**src/rtl/fp_pkg.sv**
```systemverilog
// Shared IEEE-754 single-precision field layout, constants and running-max FSM states.
// Latency: none (declarations only).
// Backpressure: not applicable.
package fp_pkg;

    localparam int FP_W     = 32;
    localparam int SIGN_BIT = 31;
    localparam int EXP_MSB  = 30;
    localparam int EXP_LSB  = 23;
    localparam int MAN_MSB  = 22;

    localparam logic [FP_W-1:0] FP_POS_ZERO = 32'h0000_0000;
    localparam logic [FP_W-1:0] FP_NEG_ZERO = 32'h8000_0000;

    typedef enum logic {
        ACCUM = 1'b0,
        HOLD  = 1'b1
    } state_t;

    // Exponent and mantissa together form the magnitude used for ordering.
    function automatic logic [EXP_MSB:0] fp_mag(input logic [FP_W-1:0] v);
        return v[EXP_MSB:0];
    endfunction

endpackage

```
**src/rtl/fp_gt.sv**
```systemverilog
// Strict sign-magnitude greater-than on raw single-precision bit patterns (gt = a > b).
// Latency: purely combinational.
// Backpressure: not applicable.
// Ports: a, b [31:0] operands; gt high when a orders strictly above b.
// NaN/Inf are not special-cased: they order by their bit patterns like any other value.
module fp_gt
    import fp_pkg::*;
(
    input  logic [FP_W-1:0] a,
    input  logic [FP_W-1:0] b,
    output logic            gt
);

    logic             sign_a;
    logic             sign_b;
    logic [EXP_MSB:0] mag_a;
    logic [EXP_MSB:0] mag_b;

    assign sign_a = a[SIGN_BIT];
    assign sign_b = b[SIGN_BIT];
    assign mag_a  = fp_mag(a);
    assign mag_b  = fp_mag(b);

    always_comb begin
        gt = 1'b0;
        if (sign_a != sign_b) begin
            // Positive operand wins; this also places +0 above -0.
            gt = ~sign_a;
        end else if (!sign_a) begin
            gt = (mag_a > mag_b);
        end else begin
            // Both negative: smaller magnitude is the larger value.
            gt = (mag_a < mag_b);
        end
    end

endmodule

```
**src/rtl/fp_running_max.sv**
```systemverilog
// Per-frame maximum of a float stream plus index of its first occurrence.
// Latency: result valid the cycle after the in_last beat is accepted.
// Backpressure: in_ready low while a result is held; held result waits for out_ready.
// Ports: clk/rst_n; in_valid/in_ready/in_data/in_last sample stream;
//        out_valid/out_ready/out_max/out_idx/out_ovf result stream (all outputs registered).
module fp_running_max
    import fp_pkg::*;
#(
    parameter int IDX_W = 8
) (
    input  logic             clk,
    input  logic             rst_n,
    input  logic             in_valid,
    output logic             in_ready,
    input  logic [FP_W-1:0]  in_data,
    input  logic             in_last,
    output logic             out_valid,
    input  logic             out_ready,
    output logic [FP_W-1:0]  out_max,
    output logic [IDX_W-1:0] out_idx,
    output logic             out_ovf
);

    state_t           state_q, state_d;
    logic             first_q, first_d;
    logic [IDX_W-1:0] cnt_q,   cnt_d;
    logic             ovf_q,   ovf_d;
    logic [FP_W-1:0]  max_q,   max_d;
    logic [IDX_W-1:0] idx_q,   idx_d;
    logic             load_out;

    logic             out_valid_q;
    logic [FP_W-1:0]  out_max_q;
    logic [IDX_W-1:0] out_idx_q;
    logic             out_ovf_q;

    logic             in_gt;

    fp_gt u_fp_gt (
        .a  (in_data),
        .b  (max_q),
        .gt (in_gt)
    );

    // Ready decodes only the state register, so the freshly freed slot after a
    // result transfer is not reusable until the following cycle.
    assign in_ready = (state_q == ACCUM);

    always_comb begin
        state_d  = state_q;
        first_d  = first_q;
        cnt_d    = cnt_q;
        ovf_d    = ovf_q;
        max_d    = max_q;
        idx_d    = idx_q;
        load_out = 1'b0;
        case (state_q)
            ACCUM: begin
                if (in_valid) begin
                    first_d = 1'b0;
                    cnt_d   = cnt_q + 1'b1;
                    // Counter wrapping means this frame now has more beats than
                    // the index can name; later indices are modulo.
                    if (&cnt_q) begin
                        ovf_d = 1'b1;
                    end
                    if (first_q) begin
                        max_d = in_data;
                        idx_d = '0;
                    end else if (in_gt) begin
                        max_d = in_data;
                        idx_d = cnt_q;
                    end
                    if (in_last) begin
                        load_out = 1'b1;
                        state_d  = HOLD;
                    end
                end
            end
            HOLD: begin
                if (out_ready) begin
                    state_d = ACCUM;
                    first_d = 1'b1;
                    cnt_d   = '0;
                    ovf_d   = 1'b0;
                end
            end
            default: begin
                state_d = ACCUM;
                first_d = 1'b1;
                cnt_d   = '0;
                ovf_d   = 1'b0;
            end
        endcase
    end

    always_ff @(posedge clk or negedge rst_n) begin
        if (!rst_n) begin
            state_q <= ACCUM;
            first_q <= 1'b1;
            cnt_q   <= '0;
            ovf_q   <= 1'b0;
            max_q   <= FP_POS_ZERO;
            idx_q   <= '0;
        end else begin
            state_q <= state_d;
            first_q <= first_d;
            cnt_q   <= cnt_d;
            ovf_q   <= ovf_d;
            max_q   <= max_d;
            idx_q   <= idx_d;
        end
    end

    // Overflow reported is the flag before the last beat: a wrap caused by the
    // last beat itself means exactly 2^IDX_W samples, which still fits.
    always_ff @(posedge clk or negedge rst_n) begin
        if (!rst_n) begin
            out_valid_q <= 1'b0;
            out_max_q   <= FP_POS_ZERO;
            out_idx_q   <= '0;
            out_ovf_q   <= 1'b0;
        end else if (load_out) begin
            out_valid_q <= 1'b1;
            out_max_q   <= max_d;
            out_idx_q   <= idx_d;
            out_ovf_q   <= ovf_q;
        end else if (out_valid_q && out_ready) begin
            out_valid_q <= 1'b0;
        end
    end

    assign out_valid = out_valid_q;
    assign out_max   = out_max_q;
    assign out_idx   = out_idx_q;
    assign out_ovf   = out_ovf_q;

endmodule

```
**config.mk**
```make
export PLATFORM = sky130hd
export DESIGN_NAME = fp_running_max
export DESIGN_NICKNAME = d
export VERILOG_FILES = /design/src/rtl/fp_pkg.sv /design/src/rtl/fp_gt.sv /design/src/rtl/fp_running_max.sv
export SDC_FILE = /design/constraint.sdc
export NUM_CORES = 1
export LEC_CHECK = 0
export BUFFER_PORTS_ARGS = -buffer_cell sky130_fd_sc_hd__buf_2
export CORE_MARGIN = 2
export CORE_UTILIZATION = 61
export DETAILED_ROUTE_END_ITERATION = 7
export PLACE_DENSITY_LB_ADDON = 0.12
export SLEW_MARGIN = 30
export SYNTH_ARGS = -nofsm -noshare
export SYNTH_HDL_FRONTEND = slang
export SYNTH_SLANG_ARGS = --single-unit
```
**constraint.sdc**
```tcl
create_clock -name clk -period 6.8 [get_ports clk]
set_input_delay 1.36 -clock clk [delete_from_list [all_inputs] [get_ports clk]]
set_output_delay 1.36 -clock clk [all_outputs]
set_load 0.02 [all_outputs]
```
==> flow_summary.toml, run 1 <==
[setup_path]
crit_end = "out_max[6]"
cp_slowest_cell = "or4_1"
reg2reg_depth = 9
crit_family = "simple AND/OR/NAND/NOR gates"
reg2reg_to = "out_max[6]"
crit_buf_inv = 2
path_depth = 9
r2r_start = "max_q[29]"
crit_fanout = 31
cp_cell_sequence = "buf_2 -> ha_1 -> nand4_1 -> or4_1 -> a2111o_1 -> o2111ai_4 -> buf_4 -> mux2i_1 -> a21oi_1"
arrival_ns = 4.06
critPathLaunchType = "primary input"
critPathMaxStageDelay_ns = 0.62
worstSetupStartpoint = "in_data[30]"
critPathKind = "in -> reg"
r2r_setup_slack_ns = 3.67
cp.required_ns = 7.01
endpoint_kind = "register"

[grt]
met1_usage_pct = 33.6
grt_pass1_wl_mm = 15.6
grt_util_met2_pct = 36.1
grt_max_degree = 65
grt.busiest_layer = "met2"
overflow = 0
antenna_found_initial = 0
first_global_vias = 3286
grtUsageTotal_pct = 23.2
gr-usage-met3_pct = 3.37

[timing]
rsz0062_at_grt = "false"
finalSetupViolations = 0
fmaxAchievable_mhz = 260
fin_skew_ns = 0.0154
fin_tns_setup_ns = 0
tightestPinTransition_ns = 0.858
hold_slack_ns = 0.480
slew_headroom_pct = 42.7
post-route-min-period_ns = 3.84
hold_viol = 0
drv_slew = 0
setup_ws_ns = 2.96
fin_crit_sh_pct = 56.5

[die]
die_area_um2 = 8510
ios = 80
die_w_um = 92.2
coreArea_um2 = 7650
fp-row-count = 32
die_h_um = 92.2
start_util_pct = 62.1

[pwr]
power.density_nw_per_um2 = 365
vdd_drop_max_v = 0.000168
leakage_uw = 0.00269

[synthesis]
synthDistinctLibCells = 43
synth_area_leader_cell = "dfrtp_1"
avgSynthCellArea_um2 = 10.7
async_flop_share_pct = 100
yosysMostFrequentCell = "dfrtp_1"
ys_seq_area_share_pct = 49.0
synth-adder-area-share_pct = 8.69
synth.area.top_cells = "dfrtp_1 (48%), ha_1 (8.7%), mux2i_1 (8.4%), mux2_2 (6.9%), a21oi_1 (5.2%)"
synth_top_family_by_area = "multiplexers"
ys_seq_elements = 93
synth-xor-area-share_pct = 0.369
syn_nets = 515
yosys_warnings = 0
synth-compound-area-share_pct = 12.2
syn_area_um2 = 4750
synth_common_cells = "dfrtp_1 (92), a21oi_1 (49), mux2i_1 (40), nor2_1 (39), inv_1 (35)"
yosys.area_share.simple_pct = 8.69
synth_largest_type_area_fraction_pct = 48.5
synth_ff_type = "dfrtp_1"
synth_mux_area_share_pct = 15.9
synth_edf_count = 0
syn_inst = 445

[flow_run]
maxCapViolCount = 0

[clock_tree]
clk_pin_slew_ns = 0.09
ctsHtreeMaxLevel = 3
clock-sinks = 93
ctsHoldBuffers = 0
cts_resized = 0
cts_buffers = 9
cts-root-buf = "clkbuf_8"
clk_latency_ns = 0.36
cts_tree = "yes"
clock_path_buffers = 2
cts_setup_buffers = 0

[layout]
finish.instance_area_um2 = 5400
finalNetCount = 587
syn2layout_area_growth_pct = 13.7
n_fill_cell = 605
seq_area_um2 = 2330
multiInputGateArea_um2 = 2200
drive_above_1_share_pct = 24.9
diodes = 0
fin_cells = 624

[placed_design]
io_buffer_count = 79
placed_cell_area_um2 = 5190
post-dp-hpwl_mm = 6.53
dp_cells = 607
pre_cts_slack_ns = 2.45
routabilityCongestion = 0.802

[drt]
vias_per_cell = 5.52
vias = 3443
drt_wl_total_mm = 9.34
postRouteAntennaNets = 0
drt_first_pass_iters = 4
drt_iter0_markers = 115
remaining_drc_errors = 0
routedWlPerCell_um = 15.0

[hold_path]
min-delay-path-class = "reg -> reg"
hold_start = "out_idx[2]"

[run_status]
status = "finished, final reports clean"
-- cells by family after synthesis --
| kind of cell | after synthesis |
|---|---|
| AOI/OAI and AO/OA | 98 |
| DFF | 93 |
| and+or+nand+nor | 92 |
| muxes | 71 |
| buffers and inverters | 56 |
| adders and majority gates | 33 |
| xor gates and xnor gates | 2 |
-- worst register-to-register path, stage by stage (launching register included) --
cell and delay [ns]:
dfrtp_1 0.38, inv_1 0.06, ha_1 0.31, nand4_1 0.23
or4_1 0.62, a2111o_1 0.37, o2111ai_4 0.11, buf_4 0.53
mux2i_1 0.31, a21oi_1 0.09
-- layout by cell type, fill, tap and decap left out, types with 2 or more instances in the layout --
cell,synthesis,routed
clkbuf_8,0,10
nand2_1,27,27
a211oi_1,2,2
a22o_1,9,9
inv_1,35,35
o21ai_0,23,23
nand4_1,8,8
mux2_4,2,2
nand3_1,5,5
dfrtp_1,92,92
nor4_1,2,2
o21a_1,2,2
nor2_1,39,39
o211ai_1,2,2
ha_1,33,33
buf_4,5,3
o31ai_1,4,4
clkinvlp_4,0,2
mux2_2,29,29
mux2i_1,40,40
clkbuf_1,12,3
buf_2,3,78
a21oi_1,49,49
-- metrics by stage --
step / total power [uW] / utilization, %
floorplan: 1400 / -
global placement: 1580 / 67.9
detailed placement: 1610 / 67.9
CTS: 1990 / 70.5
global route: 2120 / 70.6
finish: 1970 / 70.6
-- state kept, by name, summed over array words and instances (netlist names) --
signal	count
max_q	32
out_max	32
cnt_q	8
idx_q	8
out_idx	8
first_q	1
out_ovf	1
out_valid	1
ovf_q	1
state_q	1
-- worst min-delay path by stage --
stage	endpoint	slack, ns	depth (start not counted)
global route	out_idx[0]	0.52	2
detailed placement	out_ovf	0.47	2
global placement	out_idx[2]	0.46	2
CTS	out_idx[2]	0.49	2
floorplan	out_ovf	0.44	2
finish	out_idx[2]	0.48	2
-- metal layers --
layer / share of wire [%] / vias to the layer above / wire [um]
met5: 0 / - / 0
met4: 1.5 / 0 / 144
met3: 4.2 / 10 / 390
met2: 47 / 85 / 4410
met1: 47 / 1632 / 4390
li1: - / 1716 / -
-- final cells by class --
type                       count  area share (%)
sequential                    93            43.1
clock buffer                  13            2.76
tap                          102            2.36
clock inverter                 3           0.834
timing repair buffer          82            7.78
multi-input combinational    296            40.7
inverter                      35            2.43
-- power breakdown --
| group | internal [uW] | switching, uW |
|---|---|---|
| registers | 722 | 114 |
| clock network | 181 | 190 |
| logic | 339 | 427 |
Note: power is estimated with default switching activity, not from simulation.
==> run 2, diff against run 1 <==
--- a/config.mk
+++ b/config.mk
@@ -7,7 +7,7 @@
 export LEC_CHECK = 0
 export BUFFER_PORTS_ARGS = -buffer_cell sky130_fd_sc_hd__buf_2
 export CORE_MARGIN = 2
-export CORE_UTILIZATION = 61
+export CORE_UTILIZATION = 51
 export DETAILED_ROUTE_END_ITERATION = 7
 export PLACE_DENSITY_LB_ADDON = 0.12
 export SLEW_MARGIN = 30
==> constraint.sdc (replaced) <==
create_clock -name clk -period 3.2 [get_ports clk]
set_input_delay 0.64 -clock clk [delete_from_list [all_inputs] [get_ports clk]]
set_output_delay 0.64 -clock clk [all_outputs]
set_load 0.02 [all_outputs]
==> flow_summary.toml, run 2 (synthesized netlist as in run 1, its figures left out) <==
[run_status]
status = "finished, final reports clean"

[setup_path]
critPathLaunchType = "register"
endpoint_kind = "register"
reg2reg_depth = 9
critPathKind = "reg -> reg"
arrival_ns = 3.09
crit_fanout = 24
cp.required_ns = 3.45

[layout]
finish.instance_area_um2 = 5540
fin_util_pct = 60.5
final_common_cell = "dfrtp_1"
n_fill_cell = 801
syn2layout_area_growth_pct = 16.6
layout_common_cells = "dfrtp_1 (92), buf_2 (78), a21oi_1 (49)"
drive_above_1_share_pct = 26.6
finalNetCount = 595

[pwr]
clockPowerShare_pct = 19.5
fin_total_pwr_uw = 4310
vdd_drop_max_v = 0.000327
leakage_uw = 0.00276
combPwrFrac_pct = 39.3
p_seq_share_pct = 41.2
internal-power_uw = 2720
power_switching_uw = 1590
switching_share_pct = 36.9
power.density_nw_per_um2 = 779

[clock_tree]
clock_path_buffers = 2
cts_buffers = 9
ctsHoldBuffers = 0
clk_pin_slew_ns = 0.10
cts_resized = 0
cts_tree = "yes"
clock-sinks = 93
cts_setup_buffers = 0
cts-root-buf = "clkbuf_8"
clk_latency_ns = 0.36
ctsHtreeMaxLevel = 3

[timing]
fin_crit_sh_pct = 89.0
fmaxAchievable_mhz = 351
finalSetupViolations = 0
hold_viol = 0
slew_headroom_pct = 59.7
tightestPinTransition_ns = 0.605
post-route-min-period_ns = 2.85
fin_skew_ns = 0.0103
drv_slew = 0
rsz0062_at_grt = "false"

[drt]
postRouteAntennaNets = 0
drt_first_pass_iters = 4
vias = 3530
drt_wl_total_mm = 9.78
drt_iter0_markers = 126
vias_per_cell = 5.50
remaining_drc_errors = 0
routedWlPerCell_um = 15.2

[placed_design]
post-dp-hpwl_mm = 7.01
placed_cell_area_um2 = 5320
io_buffer_count = 79
routabilityCongestion = 0.840

[hold_path]
min-delay-path-class = "in -> async"

[grt]
grt_max_degree = 51
first_global_vias = 3527
grt_pass1_wl_mm = 16.7
grtUsageTotal_pct = 21.0
overflow = 0
antenna_found_initial = 1

[flow_run]
maxCapViolCount = 0

[die]
ios = 80
coreArea_um2 = 9150
die_h_um = 101
start_util_pct = 51.9
die_area_um2 = 10100
die_w_um = 101
fp-row-count = 35
==> run 2: changes by cell type in the layout (fill, tap and decap cells not counted), moves of 3 or more <==
cell / change
buf_4: +5
buf_12: +4
clkbuf_1: -3
inv_6: +3
==> run 2: power by group through the flow <==
| stage | clock [uW] | combinational, uW | sequential [uW] |
|---|---|---|---|
| CTS | 870 | 1710 | 1780 |
| floorplan | 0 | 1030 | 1940 |
| global route | 915 | 1910 | 1830 |
| detailed placement | 0 | 1700 | 1800 |
| global placement | 0 | 1660 | 1780 |
| finish | 842 | 1700 | 1780 |
==> run 2: critical path, stage by stage, from the launching register on <==
cell       delay, ns
dfrtp_1         0.38
inv_1           0.05
ha_1            0.31
nand4_1         0.19
or4_1           0.58
a21oi_1         0.30
o2111ai_4       0.20
nand2_2         0.18
buf_12          0.19
mux2_2          0.35
==> run 2: layout make-up <==
cell class              count  area (um2)  share of cell area [%]
clock inverters             5        63.8                    1.15
repair buffers             90         531                    9.58
inverters                  35         131                    2.37
flip-flops and latches     93        2330                    42.0
well taps                 111         139                    2.51
clock buffers              11         151                    2.73
multi-input cells         296        2190                    39.6
diodes                      1        2.50                  0.0452
==> run 2: worst paths after layout <==
check	start	slack, ns	to
worst max-delay path	max_q[30]	0.35	max_q[3]
max in group asynchronous	rst_n	2.20	first_q
min in group clk	out_idx[3]	0.48	out_idx[3]
worst min register to register	out_idx[3]	0.48	out_idx[3]
worst min-delay path	rst_n	0.27	out_max[10]
worst max register to register	max_q[30]	0.35	max_q[3]
==> run 2: routing by layer <==
layer | GRT usage, % | wire length [um] | vias up
met1 | 29.9 | 4740 | 1694
met3 | 4.72 | 435 | 16
met2 | 31.2 | 4390 | 86
li1 | - | - | 1734
met4 | 8.64 | 214 | 0
met5 | 0 | 0 | -
==> run 2: metrics by stage <==
step / instances / worst slack, ns / TNS (ns) / hold slack, ns
finish: 642 / 0.353 / 0 / 0.274
global route: 642 / 0.167 / 0 / 0.314
CTS: 641 / 0.337 / 0 / 0.282
detailed placement: 625 / -0.0162 / -0.0743 / 0.461
global placement: 625 / 0.0783 / 0 / 0.463
floorplan: 445 / 0.287 / 0 / 0.344
==> run 3, diff against run 2 <==
--- a/config.mk
+++ b/config.mk
@@ -13,4 +13,5 @@
 export SLEW_MARGIN = 30
 export SYNTH_ARGS = -nofsm -noshare
 export SYNTH_HDL_FRONTEND = slang
+export SYNTH_HIERARCHICAL = 1
 export SYNTH_SLANG_ARGS = --single-unit
==> flow_summary.toml, run 3 <==
[run_status]
status = "finished, final reports clean"

[grt]
grt_pass1_wl_mm = 17.4
first_global_vias = 3612
antenna_found_initial = 0
overflow = 0
grt_max_degree = 53
grtUsageTotal_pct = 21.6

[timing]
post-route-min-period_ns = 2.89
fin_tns_setup_ns = 0
hold_viol = 0
tightestPinTransition_ns = 0.750
drv_slew = 0
fmaxAchievable_mhz = 346
finalSetupViolations = 0
fin_skew_ns = 0.0112
setup_ws_ns = 0.309
slew_headroom_pct = 49.9
rsz0062_at_grt = "false"
fin_crit_sh_pct = 90.3
hold_slack_ns = 0.296

[synthesis]
synth_largest_type_area_fraction_pct = 49.1
synth.area.top_cells = "dfrtp_1 (49%), ha_1 (8.5%), a31oi_1 (5.3%), nand2_1 (5.3%), nand3_1 (4.8%)"
yosysMostFrequentCell = "dfrtp_1"
avgSynthCellArea_um2 = 9.37
synth_edf_count = 0
ys_seq_elements = 93
async_flop_share_pct = 100
synth_area_leader_cell = "dfrtp_1"
synthDistinctLibCells = 47
ys_seq_area_share_pct = 49.6
synth_ff_type = "dfrtp_1"
synth_common_cells = "dfrtp_1 (92), nand2_1 (66), nand3_1 (45), o21ai_0 (42), a31oi_1 (40)"
syn_inst = 501
yosys_warnings = 6
syn_area_um2 = 4690
syn_nets = 570

[placed_design]
dp_cells = 665
io_buffer_count = 79
pre_cts_slack_ns = -0.0610
routabilityCongestion = 0.791
post-dp-hpwl_mm = 7.04

[layout]
diodes = 0
n_fill_cell = 797
drive_above_1_share_pct = 19.7
fin_util_pct = 60.5
finalNetCount = 637
final_common_cell = "dfrtp_1"
syn2layout_area_growth_pct = 13.6
fin_cells = 681
layout_common_cells = "dfrtp_1 (92), buf_2 (78), nand2_1 (66)"

[clock_tree]
clk_latency_ns = 0.35
cts_tree = "yes"
clk_pin_slew_ns = 0.09
cts_resized = 0
ctsHoldBuffers = 0
ctsHtreeMaxLevel = 3
cts-root-buf = "clkbuf_8"
clock_path_buffers = 2
cts_setup_buffers = 0
clock-sinks = 93
cts_buffers = 9

[setup_path]
cp_cell_sequence = "buf_2 -> ha_1 -> a21o_1 -> a221o_1 -> a221oi_1 -> a21oi_1 -> a21oi_1 -> o22ai_2 -> or2_1 -> buf_12 -> nand3_1 -> a31oi_1"
cp_slowest_cell = "a221oi_1"
crit_fanout = 32
critPathMaxStageDelay_ns = 0.41
crit_path_frequent_cell = "a21oi_1"
endpoint_kind = "register"
critPathLaunchType = "primary input"
critPathKind = "in -> reg"
arrival_ns = 3.10
cp.required_ns = 3.41

[pwr]
vdd_drop_max_v = 0.000419
leakage_uw = 0.00256
clockPowerShare_pct = 15.1
power_switching_uw = 1930
switching_share_pct = 41.8
power.density_nw_per_um2 = 865
p_seq_share_pct = 41.1
combPwrFrac_pct = 43.8
internal-power_uw = 2680

[die]
die_h_um = 99.9
coreArea_um2 = 8810
ios = 80
start_util_pct = 53.3
fp-row-count = 34
die_area_um2 = 9980
die_w_um = 99.9

[drt]
vias = 3827
drt_first_pass_iters = 5
remaining_drc_errors = 0
drt_iter0_markers = 151
drt_wl_total_mm = 10.4
postRouteAntennaNets = 0
routedWlPerCell_um = 15.2
vias_per_cell = 5.62

[flow_run]
maxCapViolCount = 0

[hold_path]
min-delay-path-class = "in -> async"
==> run 3: cell count changes after synthesis, moves of 8 or more <==
| cell | previous run | this run |
|---|---|---|
| mux2_2 | 29 | 0 |
| nor2b_1 | 1 | 9 |
| mux2i_1 | 40 | 0 |
| nand2_1 | 27 | 66 |
| a22o_1 | 9 | 0 |
| a21oi_1 | 49 | 21 |
| o21ai_0 | 23 | 42 |
| a31oi_1 | 1 | 40 |
| buf_2 | 3 | 11 |
| nand3_1 | 5 | 45 |
==> run 3: layout make-up <==
cell class	instances	area [um2]	area share, %
clock buffers	10	128	2.39
clock inverters	6	40.0	0.751
inverters	33	124	2.32
multi-input cells	344	2080	39.0
flip-flops and latches	93	2330	43.7
well taps	108	135	2.54
repair buffers	87	495	9.30
==> run 3: logic make-up after synthesis <==
family | after synthesis | share of synthesized area (%)
xor gates and xnor gates | 2 | 0.373
and+or+nand+nor | 176 | 17.9
DFF | 93 | 49.6
AOI/OAI and AO/OA | 134 | 17.2
buffers and inverters | 64 | 6.37
adders and majority gates | 32 | 8.53
==> run 3: critical path, delay by kind of cell <==
kind                     cells  cell delay, ns
buffers and inverters        2            0.30
AO/OA/AOI/OAI                7            1.46
adder cells (fa/ha/maj)      1            0.31
AND/OR/NAND/NOR              2            0.38
==> run 3: path summary, 6_finish.rpt <==
path / start / end / slack, ns / cells after the start
max: in_data[8] / out_max[16] / 0.31 / 12
min: rst_n / out_idx[5] / 0.30 / 1
max reg2reg: max_q[10] / out_max[16] / 0.34 / 12
min reg2reg: out_idx[5] / out_idx[5] / 0.48 / 2
max in group asynchronous: rst_n / first_q / 2.18 / 2
min in group clk: out_idx[5] / out_idx[5] / 0.48 / 2
==> run 3: through the flow <==
step	power, uW	area, um2
CTS	4640	5330
global route	5000	5330
floorplan	3310	4690
detailed placement	3940	5160
finish	4610	5330
global placement	3880	5160
==> run 3: power groups by stage <==
| stage | combinational [uW] | clock (uW) | sequential, uW |
|---|---|---|---|
| 3_5_place_dp | 2020 | 0 | 1920 |
| 3_3_place_gp | 1980 | 0 | 1900 |
| 4_1_cts | 2030 | 712 | 1900 |
| 2_1_floorplan | 1220 | 0 | 2090 |
| 6_report | 2020 | 694 | 1900 |
| 5_1_grt | 2280 | 762 | 1960 |
==> run 3: routing by layer <==
| layer | share of wire (%) | vias to the layer above | global-route usage (%) |
|---|---|---|---|
| met5 | 0 | - | 0 |
| met4 | 0.91 | 0 | 5.69 |
| met3 | 4.5 | 8 | 3.55 |
| met2 | 46 | 92 | 35.0 |
| met1 | 49 | 1829 | 30.5 |
| li1 | - | 1898 | - |
